### config.mk
export PLATFORM = sky130hd
export DESIGN_NAME = key_entry_sequencer
export DESIGN_NICKNAME = d
export VERILOG_FILES = /design/src/rtl/key_entry_sequencer.sv
export SDC_FILE = /design/constraint.sdc
export NUM_CORES = 1
export LEC_CHECK = 0
export BUFFER_PORTS_ARGS = -buffer_cell sky130_fd_sc_hd__buf_2
export CAP_MARGIN = 40
export CORE_MARGIN = 3
export CORE_UTILIZATION = 40
export CTS_CLUSTER_DIAMETER = 60
export DETAILED_ROUTE_END_ITERATION = 8
export PLACE_DENSITY = 0.62
export SYNTH_ARGS = -nofsm -noshare
export SYNTH_HDL_FRONTEND = slang
export SYNTH_SLANG_ARGS = --single-unit
export TNS_END_PERCENT = 10
### constraint.sdc
create_clock -name clock -period 4.7 [get_ports clock]
set_clock_uncertainty 0.15 [all_clocks]
set_input_delay 1.175 -clock clock [delete_from_list [all_inputs] [get_ports clock]]
set_output_delay 1.175 -clock clock [all_outputs]
set_load 0.1 [all_outputs]
### src/rtl/key_entry_sequencer.sv
// -----------------------------------------------------------------------------
// key_entry_sequencer
//
// Sits between the board push-buttons and the lock FSM. Turns raw key levels
// into one-shot digit events, assembles PASSWORD_LENGTH digits into one word
// (first digit in the most-significant nibble), and offers that word to the
// FSM over a valid/ready handshake.
//
// Optional feature macro: KEY_SEQ_IDLE_TIMEOUT_EN
//   defined   -> an idle watchdog aborts a capture after MAX_IDLE quiet cycles
//                and pulses idle_timeout for one cycle.
//   undefined -> no watchdog; idle_timeout is tied low and a capture ends only
//                on completion or when enable drops.
//
// Ports
//   clock        in   system clock, rising edge
//   reset        in   asynchronous active-low reset
//   key          in   [3:0] button levels (already synchronised); value = digit
//   enable       in   level request from the FSM to capture a password
//   pwd_ready    in   FSM can accept the assembled password
//   pwd_valid    out  pwd_data holds a complete password
//   pwd_data     out  [4*PASSWORD_LENGTH-1:0] assembled digits
//   digit_count  out  digits captured so far
//   busy         out  high while capturing or presenting
//   idle_timeout out  one-cycle pulse when the watchdog aborts a capture
// -----------------------------------------------------------------------------
module key_entry_sequencer #(
    parameter int PASSWORD_LENGTH = 4,
    parameter int MAX_IDLE        = 50
) (
    input  logic                                 clock,
    input  logic                                 reset,
    input  logic [3:0]                           key,
    input  logic                                 enable,
    input  logic                                 pwd_ready,
    output logic                                 pwd_valid,
    output logic [4*PASSWORD_LENGTH-1:0]         pwd_data,
    output logic [$clog2(PASSWORD_LENGTH+1)-1:0] digit_count,
    output logic                                 busy,
    output logic                                 idle_timeout
);

    localparam int DW = 4 * PASSWORD_LENGTH;
    localparam int CW = $clog2(PASSWORD_LENGTH + 1);

    localparam logic [1:0] S_IDLE    = 2'd0;
    localparam logic [1:0] S_CAPTURE = 2'd1;
    localparam logic [1:0] S_PRESENT = 2'd2;

    if (PASSWORD_LENGTH < 1 || MAX_IDLE < 1) begin : g_bad_param
        $error("key_entry_sequencer: PASSWORD_LENGTH and MAX_IDLE must be >= 1");
    end

    logic [1:0]    state_q, state_d;
    logic [3:0]    key_prev_q;
    logic [DW-1:0] buf_q, buf_d;
    logic [CW-1:0] cnt_q, cnt_d;
    logic          press;

`ifdef KEY_SEQ_IDLE_TIMEOUT_EN
    localparam int IW = (MAX_IDLE > 1) ? $clog2(MAX_IDLE) : 1;
    logic [IW-1:0] idle_q, idle_d;
    logic          tmo_q, tmo_d;
    logic          expire;

    assign expire = (idle_q == IW'(MAX_IDLE - 1));
`endif

    // Rising edge from all-released to any key; held keys and changes between
    // two non-zero values do not retrigger.
    assign press = (key != 4'd0) && (key_prev_q == 4'd0);

    always_comb begin
        state_d = state_q;
        buf_d   = buf_q;
        cnt_d   = cnt_q;
`ifdef KEY_SEQ_IDLE_TIMEOUT_EN
        tmo_d   = 1'b0;
`endif
        case (state_q)
            S_IDLE: begin
                buf_d = '0;
                cnt_d = '0;
                if (enable) begin
                    state_d = S_CAPTURE;
                end
            end
            S_CAPTURE: begin
                // Dropping enable is a silent abort and outranks everything.
                if (!enable) begin
                    state_d = S_IDLE;
                    buf_d   = '0;
                    cnt_d   = '0;
                end else if (press) begin
                    buf_d = (buf_q << 4) | DW'(key);
                    cnt_d = cnt_q + CW'(1);
                    if (cnt_q == CW'(PASSWORD_LENGTH - 1)) begin
                        state_d = S_PRESENT;
                    end
                end
`ifdef KEY_SEQ_IDLE_TIMEOUT_EN
                // A press on the expiry cycle is handled above and wins.
                else if (expire) begin
                    state_d = S_IDLE;
                    buf_d   = '0;
                    cnt_d   = '0;
                    tmo_d   = 1'b1;
                end
`endif
            end
            S_PRESENT: begin
                if (pwd_ready) begin
                    state_d = S_IDLE;
                    buf_d   = '0;
                    cnt_d   = '0;
                end
            end
            default: begin
                state_d = S_IDLE;
                buf_d   = '0;
                cnt_d   = '0;
            end
        endcase
    end

`ifdef KEY_SEQ_IDLE_TIMEOUT_EN
    // Counts quiet cycles while capturing; zero outside CAPTURE so entry
    // always starts from a cleared counter.
    always_comb begin
        idle_d = '0;
        if (state_q == S_CAPTURE && !press) begin
            idle_d = idle_q + IW'(1);
        end
    end

    always_ff @(posedge clock or negedge reset) begin
        if (!reset) begin
            idle_q <= '0;
            tmo_q  <= 1'b0;
        end else begin
            idle_q <= idle_d;
            tmo_q  <= tmo_d;
        end
    end

    assign idle_timeout = tmo_q;
`else
    assign idle_timeout = 1'b0;
`endif

    always_ff @(posedge clock or negedge reset) begin
        if (!reset) begin
            state_q    <= S_IDLE;
            key_prev_q <= 4'd0;
            buf_q      <= '0;
            cnt_q      <= '0;
        end else begin
            state_q    <= state_d;
            key_prev_q <= key;
            buf_q      <= buf_d;
            cnt_q      <= cnt_d;
        end
    end

    assign pwd_valid   = (state_q == S_PRESENT);
    assign busy        = (state_q == S_CAPTURE) || (state_q == S_PRESENT);
    assign pwd_data    = buf_q;
    assign digit_count = cnt_q;

endmodule

# After elaboration in Yosys (flattened, before gate mapping)
# Index checks and enable logic that the tools add are counted.
# totals
register_bits	25
in_bits	8
out_inout_bits	22
word_cells	34
# op_classes
add_sub_neg	1
n_eq_ne	7
muxes	14
n_bitwise	1
n_reduce_logical	7
# ops
operator	count
$mux W16	3
$pmux W16 S2	1
$or A16 B4 Y16	1
$mux W2	5
$mux W3	3
$ne A3 B3 Y1 const B	2
$pmux W2 S3	1
$pmux W3 S2	1
$logic_not A4 Y1	1
$ne A2 B2 Y1 const B	2
$reduce_and A4 Y1	1
$reduce_bool A4 Y1	1
$add A3 B1 Y3 const B	1
$eq A3 B2 Y1 const B	1
$eq A2 B1 Y1 const B	1
$eq A2 B2 Y1 const B	1
$logic_not A2 Y1	1
$reduce_and A2 Y1	1
$logic_and A1 B1 Y1	1
$logic_or A1 B1 Y1	1

# Depth between registers and ports, before layout
# depth
depth_word	5
depth_mapped	9
mapped_depth_nobuf	6

# Least setup slack after synthesis
# Ideal clock, no wire load.
# synth_path
path_type	register -> output
start	register state_q[0]
end	output port pwd_valid
arrival_ps	1262
path_slack_ps	2113
stages_incl_launch_ff	3
path_buffers	0
cell_sequence	dfrtp_1 inv_1 ha_1
# synth_between
elab_chain_cells	1
# synth_rtl
element	line_no	source
start, declared	54	logic [1:0] state_q, state_d;
start signal, assigned	158	state_q <= state_d;
$eq A2 B2 Y1	165	assign pwd_valid = (state_q == S_PRESENT);
end, declared	36	output logic pwd_valid,
# Every way passes these cells.

# Final worst setup path
# layout_path
start	register state_q[0]
end	output port busy
# layout_between
elab_chain_cells	2
# layout_rtl
element	line_no	source
$eq A2 B1 Y1 / $eq A2 B2 Y1 (equally long branches)	166	assign busy = (state_q == S_CAPTURE) || (state_q == S_PRESENT);
$logic_or A1 B1 Y1 *	166	
end, declared	39	output logic busy,
# Every way passes the cells marked *; elsewhere a longest branch is shown, timed or not.

==> key figures <==
STA
  – Final setup viols: 0
  – Max Slew Vio Count: 0
  – TNS Setup: 0 ns
  – Slew HR: 55.4%
  – Slew @ Worst Pin: 0.669 ns
  – Final min period: 2.82 ns
  – Final period util: roughly 60%
  – Final Hold Vio Count: 0
  – Unrepaired setup endpoints after global routing: false
  – FMAX: 0.355 GHz

Drt
  – Drt first pass iters: 4
  – Detailed Route Iter0 Violations: 27
  – DRC: 0
  – Via count: 935
  – DRT antenna net count: 0
  – Routed wire length: 2540 um
  – DR vias/cell: 5.63
  – Per-cell routed wire length: approximately 15 um

Die
  – Die ar.: 3720 um2
  – Initial core utilization: 42.8%
  – Ports: 30
  – Height of the die: 61.0 um
  – Core area: 2830 um2
  – Die width: 61.0 um
  – Std-Cell Rows: 19

Global route
  – Number of global-route vias before repair: between 800 and 900
  – First-pass GRT wire length: 4060 um
  – Grt ovf: 0
  – Largest net degree at the start of global routing: 40
  – Total track usage: 14.9%
  – Initial antenna violation count: 0

Pwr
  – Pleak: between 0.6 and 0.7 nW
  – Sw Ratio: 55.8%
  – Seq pwr share: 32.9%
  – Clk pwr share: a little under an eighth
  – VDD IR max: 0.222 mV
  – Logic pwr share: 55.3%
  – Switch Pwr: 0.452 mW
  – Pint: approximately 0.36 mW
  – Pwr/cell area: 598 nW/um2

Cells and area
  – Commonest cells after routing, fill and taps aside: 28 x buf_2, 25 x dfrtp_1, 17 x nand3_1, 17 x o31ai_1, 16 x o21ai_0
  – Commonest non-fill, non-tap cell in the layout: buf_2
  – Diode count: 0
  – Area delta synth->final: 12.0%
  – Fin nets: 150
  – FILL cells: 260
  – Share of cells above drive strength 1: between 20% and 30%
  – Final instance area: 1360 um2

Setup path
  – Critical setup path kind: reg -> out
  – Worst path cell trace: inv_1 -> ha_1 -> buf_2
  – Worst path slowest cell: buf_2
  – CP max FO: 3
  – Worst Path Arrival: around 1.5 ns
  – CP Capture Type: output port
  – CP max stage delay: 0.42 ns
  – Setup crit start kind: register
  – Critical path required time: 3.38 ns

Run status
  – Status: complete, no violations

Clocking
  – Total setup buffers inserted after CTS: 0
  – Hold_buf cts: 0
  – CTS H-tree depth: 1
  – Clock transition at path regs: 0.14 ns
  – TritonCTS Sinks: 25
  – Total clock buffers created by CTS: 3
  – Clock buffer depth: 2
  – Clock root cell: clkbuf_4
  – Post-CTS Resized: 0
  – CTS tree: yes
  – Clock Latency Late Sink: approximately 0.32 ns

Placed design
  – Area post-placement: 1330 um2
  – Routability cong.: 0.670
  – IO buf count: 28
  – Post-DP HPWL: ~1700 um

Yosys
  – Mapped Cells: 114
  – Yosys cell types: 25
  – Avg Inst Size Synth: 10.6 um2
  – Post-synthesis register bit count: 25
  – Syn Nets: 128
  – Cell area after synthesis: 1210 um2
  – Seq/Total Area, Yosys: between 50 and 60%
  – YS warnings: 0

Job
  – MaxCap Viol Count: 0

Worst hold path
  – Hold Path Class: reg -> reg
[flip-flops by register name, indices dropped and copies added (netlist names)]
signal / count
state_q: 2
digit_count: 3
key_prev_q: 4
pwd_data: 16
[critical path, delay by kind of cell, from the launching register on]
| family | cells | cell delay [ns] |
|---|---|---|
| adders and majority gates | 1 | 0.28 |
| buffers and inverters | 2 | 0.51 |
| DFF | 1 | 0.40 |
[kinds of logic after synthesis]
logic type               share of synthesized area, %
AO/OA/AOI/OAI                                    20.4
flip-flops                                       51.7
AND/OR/NAND/NOR                                  11.6
buffers and inverters                            7.75
adder cells (fa/ha/maj)                          6.20
multiplexers                                     2.07
other                                           0.310
[stage by stage]
step	cells	util (%)	hold slack [ns]	power, mW	setup slack [ns]
after global routing	166	47.9	0.413	0.859	1.77
after global placement	162	46.9	0.345	0.715	1.66
after detailed placement	162	46.9	0.354	0.720	1.61
final	166	47.9	0.376	0.810	1.88
after CTS	166	47.9	0.386	0.819	1.85
after floorplan	114	-	0.361	0.668	2.11
[metal layers]
layer / vias to the layer above / GRT usage, % / part of all wire, %
met1: 444 / 18.9 / 47
met5: - / 0 / 0
met4: 0 / 9.29 / 3.3
met3: 9 / 2.55 / 4.2
met2: 27 / 23.4 / 45
li1: 455 / - / -
[final timing paths]
path	startpoint	endpoint	slack, ns	cells after the start
max	state_q[0]$_DFFE_PN0P_	busy	1.88	3
min	pwd_data[13]$_DFFE_PN0P_	pwd_data[13]$_DFFE_PN0P_	0.38	2
max reg2reg	state_q[1]$_DFFE_PN0P_	pwd_data[2]$_DFFE_PN0P_	2.01	7
min reg2reg	pwd_data[13]$_DFFE_PN0P_	pwd_data[13]$_DFFE_PN0P_	0.38	2
max in group asynchronous	reset	key_prev_q[3]$_DFF_PN0_	3.36	1
min in group asynchronous	reset	digit_count[1]$_DFFE_PN0P_	0.67	1
[cell type report]
cell class / instances / area [um2] / share of cell area (%)
clock buffers: 3 / 22.5 / 1.66
repair buffers: 30 / 155 / 11.4
well taps: 31 / 38.8 / 2.86
clock inverters: 1 / 5.00 / 0.369
multi-input cells: 72 / 493 / 36.4
flip-flops and latches: 25 / 626 / 46.2
inverters: 4 / 15.0 / 1.11
[cells in the mapped netlist (all sizes together)]
cell type,n,area share [%]
conb,1,0.31
dfrtp,25,52
nor2b,1,0.52
nand2,2,0.62
o41ai,1,0.72
nand3,17,7.0
o31ai,17,11
or4,2,1.6
o21ai,19,7.9
mux2,1,1.2
nor4,1,1.0
o22ai,1,0.52
clkbuf,7,2.3
a21oi,1,0.72
inv,4,1.2
ha,6,6.2
mux2i,1,0.83
buf,6,4.2
nor3,1,0.83
[power by group through the flow]
stage	sequential [mW]	clock [mW]	combinational, mW
2_1_floorplan	0.401	0	0.266
5_1_grt	0.270	0.112	0.477
3_5_place_dp	0.270	0	0.450
6_report	0.266	0.0961	0.448
4_1_cts	0.267	0.102	0.451
3_3_place_gp	0.269	0	0.445
No activity file was read; power rests on OpenSTA's default activity.
